===== config.mk =====
export PLATFORM = sky130hd
export DESIGN_NAME = dot_accum_stage_flat
export DESIGN_NICKNAME = d
export VERILOG_FILES = /design/src/rtl/dot_accum_stage_if.sv /design/src/rtl/dot_accum_stage.sv /design/src/flat_wrapper.sv
export SDC_FILE = /design/constraint.sdc
export NUM_CORES = 1
export LEC_CHECK = 0
export CORE_MARGIN = 3
export CORE_UTILIZATION = 38
export DETAILED_ROUTE_END_ITERATION = 8
export HOLD_SLACK_MARGIN = 0.08
export PLACE_DENSITY_LB_ADDON = 0.15
export RECOVER_POWER = 50
export SETUP_SLACK_MARGIN = 0.1
export SYNTH_ARGS = -nofsm -noshare
export SYNTH_HDL_FRONTEND = slang
export SYNTH_SLANG_ARGS = --single-unit

===== constraint.sdc =====
create_clock -name clk -period 2.9 [get_ports clk]
set_input_delay 0.29 -clock clk [delete_from_list [all_inputs] [get_ports clk]]
set_output_delay 0.29 -clock clk [all_outputs]
set_load 0.005 [all_outputs]

===== src/rtl/dot_accum_stage_if.sv =====
// Handshake bundle for the dot-product stage: input pair stream, bias/abort
// controls, and the result stream toward the activation logic.
interface dot_accum_stage_if #(
  parameter int DATA_W = 16
);
  logic              clr;
  logic              in_valid;
  logic              in_ready;
  logic [DATA_W-1:0] in_x;
  logic [DATA_W-1:0] in_w;
  logic [DATA_W-1:0] bias;
  logic              out_valid;
  logic              out_ready;
  logic [DATA_W-1:0] out_data;
  logic              out_sat;

  modport master (
    output clr, in_valid, in_x, in_w, bias, out_ready,
    input  in_ready, out_valid, out_data, out_sat
  );

  modport slave (
    input  clr, in_valid, in_x, in_w, bias, out_ready,
    output in_ready, out_valid, out_data, out_sat
  );
endinterface


===== src/rtl/dot_accum_stage.sv =====
// Serial saturating multiply-accumulate for one neuron: N_TERMS fixed-point
// pairs are summed, bias is added, and the result is held until accepted.
module dot_accum_stage #(
  parameter int DATA_W  = 16,
  parameter int FRAC    = 8,
  parameter int N_TERMS = 8
) (
  input logic             clk,
  input logic             rst,
  dot_accum_stage_if.slave bus
);
  localparam int CNT_W = (N_TERMS > 1) ? $clog2(N_TERMS) : 1;
  localparam logic [CNT_W-1:0]  LAST = CNT_W'(N_TERMS - 1);
  localparam logic [DATA_W-1:0] MAXV = {1'b0, {(DATA_W-1){1'b1}}};
  localparam logic [DATA_W-1:0] MINV = {1'b1, {(DATA_W-1){1'b0}}};

  typedef enum logic [1:0] {ACCUM, BIAS, DONE} state_t;

  state_t            state, state_nxt;
  logic [DATA_W-1:0] acc;
  logic [CNT_W-1:0]  count;
  logic              sat_flag;
  logic              beat;

  logic signed [2*DATA_W-1:0] xe, we, prod, q;
  logic [DATA_W:0]            q_hi;
  logic [DATA_W-1:0]          q_clamp;
  logic                       q_sat;
  logic [DATA_W:0]            acc_sum, bias_sum;

  // {overflow, saturated sum}: overflow when operand signs agree but the sum's differs
  function automatic logic [DATA_W:0] sat_add(input logic [DATA_W-1:0] a, input logic [DATA_W-1:0] b);
    logic [DATA_W-1:0] s;
    logic              ovf;
    s   = a + b;
    ovf = (a[DATA_W-1] == b[DATA_W-1]) && (s[DATA_W-1] != a[DATA_W-1]);
    if (ovf) s = a[DATA_W-1] ? MINV : MAXV;
    return {ovf, s};
  endfunction

  assign bus.in_ready = (state == ACCUM) && !bus.clr && !rst;
  assign beat         = bus.in_valid && bus.in_ready;

  always_comb begin
    xe   = (2*DATA_W)'($signed(bus.in_x));
    we   = (2*DATA_W)'($signed(bus.in_w));
    prod = xe * we;
    q    = prod >>> FRAC;
    // q fits in DATA_W bits only if its top DATA_W+1 bits are all equal
    q_hi    = q[2*DATA_W-1:DATA_W-1];
    q_sat   = !((&q_hi) || !(|q_hi));
    q_clamp = q_sat ? (q[2*DATA_W-1] ? MINV : MAXV) : q[DATA_W-1:0];
    acc_sum  = sat_add(acc, q_clamp);
    bias_sum = sat_add(acc, bus.bias);
  end

  always_comb begin
    state_nxt = state;
    case (state)
      ACCUM:   if (beat && count == LAST) state_nxt = BIAS;
      BIAS:    state_nxt = DONE;
      DONE:    if (bus.out_ready) state_nxt = ACCUM;
      default: state_nxt = ACCUM;
    endcase
  end

  always_ff @(posedge clk or posedge rst) begin
    if (rst) state <= ACCUM;
    else     state <= state_nxt;
  end

  always_ff @(posedge clk or posedge rst) begin
    if (rst) begin
      acc           <= '0;
      count         <= '0;
      sat_flag      <= 1'b0;
      bus.out_valid <= 1'b0;
      bus.out_data  <= '0;
      bus.out_sat   <= 1'b0;
    end else begin
      case (state)
        ACCUM: begin
          if (bus.clr) begin
            acc      <= '0;
            count    <= '0;
            sat_flag <= 1'b0;
          end else if (beat) begin
            acc      <= acc_sum[DATA_W-1:0];
            sat_flag <= sat_flag | q_sat | acc_sum[DATA_W];
            count    <= (count == LAST) ? '0 : count + 1'b1;
          end
        end
        BIAS: begin
          bus.out_data  <= bias_sum[DATA_W-1:0];
          bus.out_sat   <= sat_flag | bias_sum[DATA_W];
          bus.out_valid <= 1'b1;
        end
        DONE: begin
          if (bus.out_ready) begin
            bus.out_valid <= 1'b0;
            acc           <= '0;
            sat_flag      <= 1'b0;
          end
        end
        default: ;
      endcase
    end
  end
endmodule

===== src/flat_wrapper.sv =====
// flat-port wrapper written by rule: the top's interface ports become plain ports
module dot_accum_stage_flat 
#(
  parameter int DATA_W  = 16,
  parameter int FRAC    = 8,
  parameter int N_TERMS = 8
)
  (clk, rst, bus_clr, bus_in_valid, bus_in_x, bus_in_w, bus_bias, bus_out_ready, bus_in_ready, bus_out_valid, bus_out_data, bus_out_sat);
  dot_accum_stage_if #(.DATA_W(DATA_W)) bus_i ();
  input logic clk;
  input logic rst;
  input wire logic [$bits(bus_i.clr)-1:0] bus_clr;
  input wire logic [$bits(bus_i.in_valid)-1:0] bus_in_valid;
  input wire logic [$bits(bus_i.in_x)-1:0] bus_in_x;
  input wire logic [$bits(bus_i.in_w)-1:0] bus_in_w;
  input wire logic [$bits(bus_i.bias)-1:0] bus_bias;
  input wire logic [$bits(bus_i.out_ready)-1:0] bus_out_ready;
  output wire logic [$bits(bus_i.in_ready)-1:0] bus_in_ready;
  output wire logic [$bits(bus_i.out_valid)-1:0] bus_out_valid;
  output wire logic [$bits(bus_i.out_data)-1:0] bus_out_data;
  output wire logic [$bits(bus_i.out_sat)-1:0] bus_out_sat;
  assign bus_i.clr = bus_clr;
  assign bus_i.in_valid = bus_in_valid;
  assign bus_i.in_x = bus_in_x;
  assign bus_i.in_w = bus_in_w;
  assign bus_i.bias = bus_bias;
  assign bus_i.out_ready = bus_out_ready;
  assign bus_in_ready = bus_i.in_ready;
  assign bus_out_valid = bus_i.out_valid;
  assign bus_out_data = bus_i.out_data;
  assign bus_out_sat = bus_i.out_sat;
  dot_accum_stage #(.DATA_W(DATA_W), .FRAC(FRAC), .N_TERMS(N_TERMS)) u_core (.clk(clk), .rst(rst), .bus(bus_i));
endmodule

* Word-level counts from Yosys, hierarchy flattened
Cells that the tools add are included.
** Cells by class
- $add $sub $neg :: 3
- $mul :: 1
- Div/mod/pow operators :: 0
- $lt $le $gt $ge :: 0
- Equal/unequal tests :: 10
- Shifts and indexed selects :: 0
- Multiplexer cells :: 20
- Bitwise gates (word level) :: 3
- Reductions and logical operators :: 21
** Operators with widths (count)
- $mux W16 :: 8
- $add A16 B16 Y16 :: 2
- $mul A16 B16 Y32 :: 1
- $pmux W16 S2 :: 1
- $mux W3 :: 3
- $reduce_and A9 Y1 :: 1
- $reduce_or A9 Y1 :: 1
- $logic_and A1 B1 Y1 :: 6
- $pmux W2 S3 :: 1
- $reduce_and A2 Y1 :: 3
- $reduce_bool A2 Y1 :: 3
- $logic_not A1 Y1 :: 4
- $mux W2 :: 2
- $ne A2 B2 Y1 const B :: 2
- $pmux W1 S2 :: 2
- $add A3 B1 Y3 const B :: 1
- $eq A3 B3 Y1 const B :: 1
- $mux W1 :: 3
- $ne A3 B2 Y1 const B :: 1
- $or A1 B1 Y1 :: 3
- $reduce_and A3 Y1 :: 1
- $eq A1 B1 Y1 :: 2
- $eq A2 B1 Y1 const B :: 1
- $eq A2 B2 Y1 const B :: 1
- other kinds (3) :: 4
** Storage, ports and cells
- Flip-flop bits (word level) :: 40
- Bits in latches :: 0
- Memory bits (writable) :: 0
- Bits in read-only memories :: 0
- Input bits :: 53
- Output and inout bits :: 19
- Logic and storage cells :: 65
- Memories :: 0

* Depth between registers and ports, before layout
Gate-level depths: netlist (run 1).
- Depth after elaboration :: 12
- Depth in mapped cells :: 41
- Mapped depth without buffers :: 38

* Worst setup path before layout (run 1)
OpenSTA, ideal clock, no wires.
- Path kind :: input port to flip-flop
- Start point :: in bus_in_w[1]
- End point :: reg u_core.acc[10]
- Library setup time :: 0.133 ns
- Arrival time :: 9.227 ns
- Required time :: 2.767 ns
- Path slack :: -6.460 ns
- Cell stages on the path :: 35
- Path buffers :: 3
- Cells stage by stage :: clkbuf_1 nand2_1 inv_1 fa_1 fa_1 fa_1 fa_1 fa_1 inv_1 fa_1 inv_1 ha_1 and3_1 and2_1 a221o_1 a211o_1 a211o_1 and3_4 or4_4 or4_1 nand2_2 buf_12 o21ai_2 ha_1 a21oi_1 a21oi_1 o311a_1 o21ai_0 o21a_1 o21ai_0 nand3b_1 a21bo_2 clkbuf_1 nor2_1 o21ai_0
** On the way
- Longest elaborated chain between the ends :: 12
- Elaborated cells on any way between the ends :: 15
- Classes of those cells :: 1 x add/sub; 1 x mul; 2 x eq/ne; 6 x mux; 5 x reduce/logical
** Ends and longest elaborated chain
- from (decl) :: line flat_wrapper.sv:15 : input wire logic [$bits(bus_i.in_w)-1:0] bus_in_w;
- $mul A16 B16 Y32 * :: line dot_accum_stage.sv:47 : prod = xe * we;
- $reduce_or A9 Y1 :: line dot_accum_stage.sv:51 : q_sat = !((&q_hi) || !(|q_hi));
- $logic_not A1 Y1 :: line dot_accum_stage.sv:51
- $logic_or A1 B1 Y1 :: line dot_accum_stage.sv:51
- $mux W16 * :: line dot_accum_stage.sv:52 : q_clamp = q_sat ? (q[2*DATA_W-1] ? MINV : MAXV) : q[DATA_W-1:0];
- $add A16 B16 Y16 :: line dot_accum_stage.sv:35 : s = a + b;
- $ne A1 B1 Y1 :: line dot_accum_stage.sv:36 : ovf = (a[DATA_W-1] == b[DATA_W-1]) && (s[DATA_W-1] != a[DATA_W-1]);
- $logic_and A1 B1 Y1 :: line dot_accum_stage.sv:36
- $mux W16 * :: line dot_accum_stage.sv:37 : if (ovf) s = a[DATA_W-1] ? MINV : MAXV;
- $mux W16 * :: line dot_accum_stage.sv:87 : end else if (beat) begin
- $mux W16 * :: line dot_accum_stage.sv:83 : if (bus.clr) begin
- $pmux W16 S2 * :: line dot_accum_stage.sv:81 : case (state)
- to (signal assigned) :: line dot_accum_stage.sv:88 : acc <= acc_sum[DATA_W-1:0];
- to (decl) :: line dot_accum_stage.sv:20 : logic [DATA_W-1:0] acc;
Mark *: on every way between the ends. The rest lies on a longest branch, timed or not. The select of a mux whose other input is x is not followed.
A chain may end at the register's enable or synchronous reset.

* Final worst setup path (run 1)
- Start point :: in bus_in_x[7]
- End point :: reg u_core.sat_flag
** On the way
- Longest elaborated chain between the ends :: 12
- Elaborated cells on any way between the ends :: 17
- Classes of those cells :: 1 x add/sub; 1 x mul; 2 x eq/ne; 5 x mux; 2 x bitwise; 6 x reduce/logical
** Ends and longest elaborated chain
- from (decl) :: line flat_wrapper.sv:14 : input wire logic [$bits(bus_i.in_x)-1:0] bus_in_x;
- $mul A16 B16 Y32 * :: line dot_accum_stage.sv:47
- $reduce_or A9 Y1 :: line dot_accum_stage.sv:51
- $logic_not A1 Y1 :: line dot_accum_stage.sv:51
- $logic_or A1 B1 Y1 :: line dot_accum_stage.sv:51
- $mux W16 :: line dot_accum_stage.sv:52
- $add A16 B16 Y16 :: line dot_accum_stage.sv:35
- $ne A1 B1 Y1 :: line dot_accum_stage.sv:36
- $logic_and A1 B1 Y1 :: line dot_accum_stage.sv:36
- $or A1 B1 Y1 * :: line dot_accum_stage.sv:89 : sat_flag <= sat_flag | q_sat | acc_sum[DATA_W];
- $mux W1 * :: line dot_accum_stage.sv:87
- $mux W1 * :: line dot_accum_stage.sv:83
- $pmux W1 S2 * :: line dot_accum_stage.sv:81
- to (signal assigned) :: line dot_accum_stage.sv:89
- to (decl) :: line dot_accum_stage.sv:22 : logic sat_flag;
Marks and branches as above.

==> results of run 1 <==
[per-stage QoR]
step	TNS [ns]	cells
finish	-100.57	2270
global route	-105.24	2270
CTS	-97.92	2241
detailed placement	-115.22	2171
global placement	-114.07	2171
floorplan	-95.18	1462
[worst max-delay path: cells and delay by family]
family / cells / cell delay (ns)
AOI/OAI and AO/OA: 14 / 2.75
and+or+nand+nor: 7 / 1.64
buffers and inverters: 7 / 0.82
adders and majority gates: 8 / 3.51
[logic make-up after synthesis]
group	Yosys count
AO/OA/AOI/OAI	187
adder cells (fa/ha/maj)	379
flip-flops	40
buffers and inverters	349
XOR/XNOR	56
multiplexers	2
AND/OR/NAND/NOR	449
[worst max path at each step]
stage	slack [ns]	depth (start not counted)	to	startpoint
floorplan	-5.76	35	u_core.acc[14]$_DFFE_PP0P_	bus_in_x[7]
global placement	-6.45	37	u_core.acc[14]$_DFFE_PP0P_	bus_in_w[7]
detailed placement	-6.54	36	u_core.acc[14]$_DFFE_PP0P_	bus_in_x[14]
CTS	-5.88	36	u_core.acc[14]$_DFFE_PP0P_	bus_in_x[5]
global route	-6.30	38	u_core.acc[14]$_DFFE_PP0P_	bus_in_w[10]
finish	-5.98	36	u_core.sat_flag$_DFFE_PP0P_	bus_in_x[7]
[per-layer routing]
layer | part of all wire (%) | wire length (um) | global-route usage (%)
met3 | 3.0 | 1040 | 1.72
met1 | 44 | 15500 | 26.2
met5 | 0 | 0 | 0
met4 | 1.3 | 471 | 2.74
met2 | 51 | 18100 | 36.2
[flip-flops by register name, indices dropped and copies added (netlist names)]
register,count
u_core.bus.out_data,16
u_core.bus.out_valid,1
u_core.bus.out_sat,1
u_core.state,2
u_core.acc,16
u_core.count,3
u_core.sat_flag,1
[cell type report]
cell class / instances / area, sq um / share of cell area (%)
Clock inverter: 2 / 10.0 / 0.0555
Inverter: 302 / 1140 / 6.29
Tap cell: 448 / 561 / 3.11
Sequential cell: 40 / 1000 / 5.55
Antenna cell: 1 / 2.50 / 0.0139
Multi-Input combinational cell: 1073 / 11500 / 64.0
Clock buffer: 6 / 139 / 0.769
Timing Repair Buffer: 398 / 3660 / 20.3
[cell usage in the layout (no fill, tap or decap), drive strengths merged, types with 6 or more instances in the layout]
| cell | count |
|---|---|
| inv | 302 |
| nor2 | 61 |
| dlygate4sd2 | 8 |
| and3 | 7 |
| nand3 | 13 |
| clkdlybuf4s50 | 39 |
| nor2b | 8 |
| clkbuf | 17 |
| a21o | 24 |
| dfrtp | 40 |
| and2 | 120 |
| ha | 115 |
| nand2 | 192 |
| o21a | 9 |
| a31oi | 8 |
| fa | 263 |
| o211ai | 6 |
| xnor2 | 36 |
| buf | 330 |
| o21ai | 48 |
| a211oi | 6 |
| a21oi | 50 |
| nand2b | 12 |
| xor2 | 20 |
[timing repair]
| action | 4_1_cts | 5_1_grt |
|---|---|---|
| resized for setup | 202 | 137 |
| pin swaps | 42 | 85 |
| buffers inserted | 57 | 27 |
| gates cloned | 9 | 4 |
| hold buffers | 0 | 0 |
| setup endpoints to repair | 33 | 34 |
==> results by group, run 1 <==
Outcome
  • Outcome: finished, violations left
  • Failing checks: negative setup slack

Final layout
  • Area delta synth->final: 38.9%
  • Share of the core filled with cells: between 50% and 60%
  • Final nets: roughly 2300
  • Fill cells: between 3000 and 4000
  • Cell area after layout: about 18000 sq um
  • Share of layout cells above drive strength 1: a little under a third

Route
  • Pre-antenna DRT Iters: 4
  • Detailed-route via count: ~11000
  • Vias/cell: ~4.8
  • Drt wl/cell: about 15 um
  • # DRC: 0
  • DRT iter0 DRCs: about 460
  • Final wirelength: 35100 um
  • Remaining antenna violation count: 0

Yosys
  • Number of flops mapped to enable cells by yosys: 0
  • Mapped Area: around 13000 sq um
  • Post-Synth XOR/XNOR Area: between 3 and 4%
  • Syn Nets: roughly 1900
  • Post-synth top area cell: fa_1
  • Top-count cell post-synth: inv_1
  • Sequential area share after synthesis: under 10%
  • Mux cell area share after synthesis: less than 1%
  • Adder-Cell Fraction of Synth Area: 51.7%
  • Synth Area in Simple Gates: between 10% and 20%
  • Post-synth cell types: between 60 and 70
  • Syn avg cell area: roughly 8.9 sq um
  • Synth warn: 0
  • Synthesized instance count: about 1500
  • Number of synthesized register bits: 40
  • Main flop type after synthesis: dfrtp_1
  • Synth async-reset ratio: between 90% and 100%
  • Synth area leaders: fa_1, ha_1, inv_1, dfrtp_1, and2_1
  • Area share of the leading cell type in the synthesized netlist: 40.5%
  • Complex-gate fraction of the synthesized area: under 10%
  • Main combinational cell family by area after synthesis: adder cells
  • Synth top cells by count: inv_1, fa_1, nand2_1

Worst hold path
  • Hold EP: u_core.count[0]$_DFFE_PP0P_
  • HP Class: register to register
  • HP Start: u_core.count[0]$_DFFE_PP0P_
  • Hold path depth: 1

Timing
  • Final setup vio count: 17
  • Hold Fails Final Rpt: 0
  • Rel. slew slack: between 10% and 20%
  • Hold Slack: between 0.5 and 0.6 ns
  • Worst Slack Setup Final: -5.98 ns
  • Fmax: approximately 110 MHz
  • Min cycle time layout: between 8 and 9 ns
  • Measured slew at the worst slew-check pin: roughly 1.3 ns
  • Clk_skew: between 0.004 and 0.005 ns
  • RSZ-0062 raised after global routing: yes
  • Period Utilization, post-route: 306%
  • Final Max Tran Viols: 0

Setup path
  • Worst setup SP type: input port
  • CP max-delay cell: fa_1
  • CP most frequent cell: fa_1
  • CP required: between 3 and 4 ns
  • Reg2Reg Launch Point: u_core.acc[0]$_DFFE_PP0P_
  • Critical-path maximum fanout: 8
  • R2R Path End: u_core.acc[14]$_DFFE_PP0P_
  • Crit. End Element: register
  • Max stage delay on crit path: around 0.61 ns
  • Critical path class: input port to register
  • Worst reg2reg setup slack: approximately 0.19 ns
  • Worst EP arrival: 9.06 ns
  • R2R cell count: 15

CTS
  • CTS Buffer Depth: 2
  • CTS Sinks: 40
  • Clock root buffer: clkbuf_16
  • CTS Buf Count: 5
  • CTS tree: built
  • Clock transition at path regs: around 0.060 ns
  • Clock latency on the worst-skew pair: between 0.2 and 0.3 ns
  • H-tree Lvls: 2

Global route
  • First-pass GRT wire length: 58400 um
  • Number of antenna violations at the first check in global routing: 1
  • Overall routing resource usage: about a fifth
  • Largest net degree at the start of global routing: 24
  • Number of global-route vias before repair: approximately 12000
  • GR Overflow Total: 0

Floorplanning
  • Die Span X: between 150 and 200 um
  • Starting Density: between 30% and 40%
  • Rows: between 60 and 70
  • I/O pin count: 72
  • Core Area: approximately 34000 sq um
  • Die Span Y: 191 um
  • DIE AREA: roughly 36000 sq um

Placed design
  • Routability congestion estimate: just under 0.9
  • Dpl hpwl: ~28000 um
  • Port bufs: 71
  • Post-DP Area: around 16000 sq um
  • Place WS: -6.54 ns

Flow run
  • Max_cap viols: 0
Power of run 1 is left out: the tool's default activity adds up to more than one toggle a clock period on the data nets, which glitch-free logic cannot reach.
==> run 2: changes to the inputs <==
SLEW_MARGIN = 20   (was unset)
==> results of run 2 <==
The final DEF is identical to that of run 1; final timing and power are the same.
Power of run 2 is left out for the same reason.
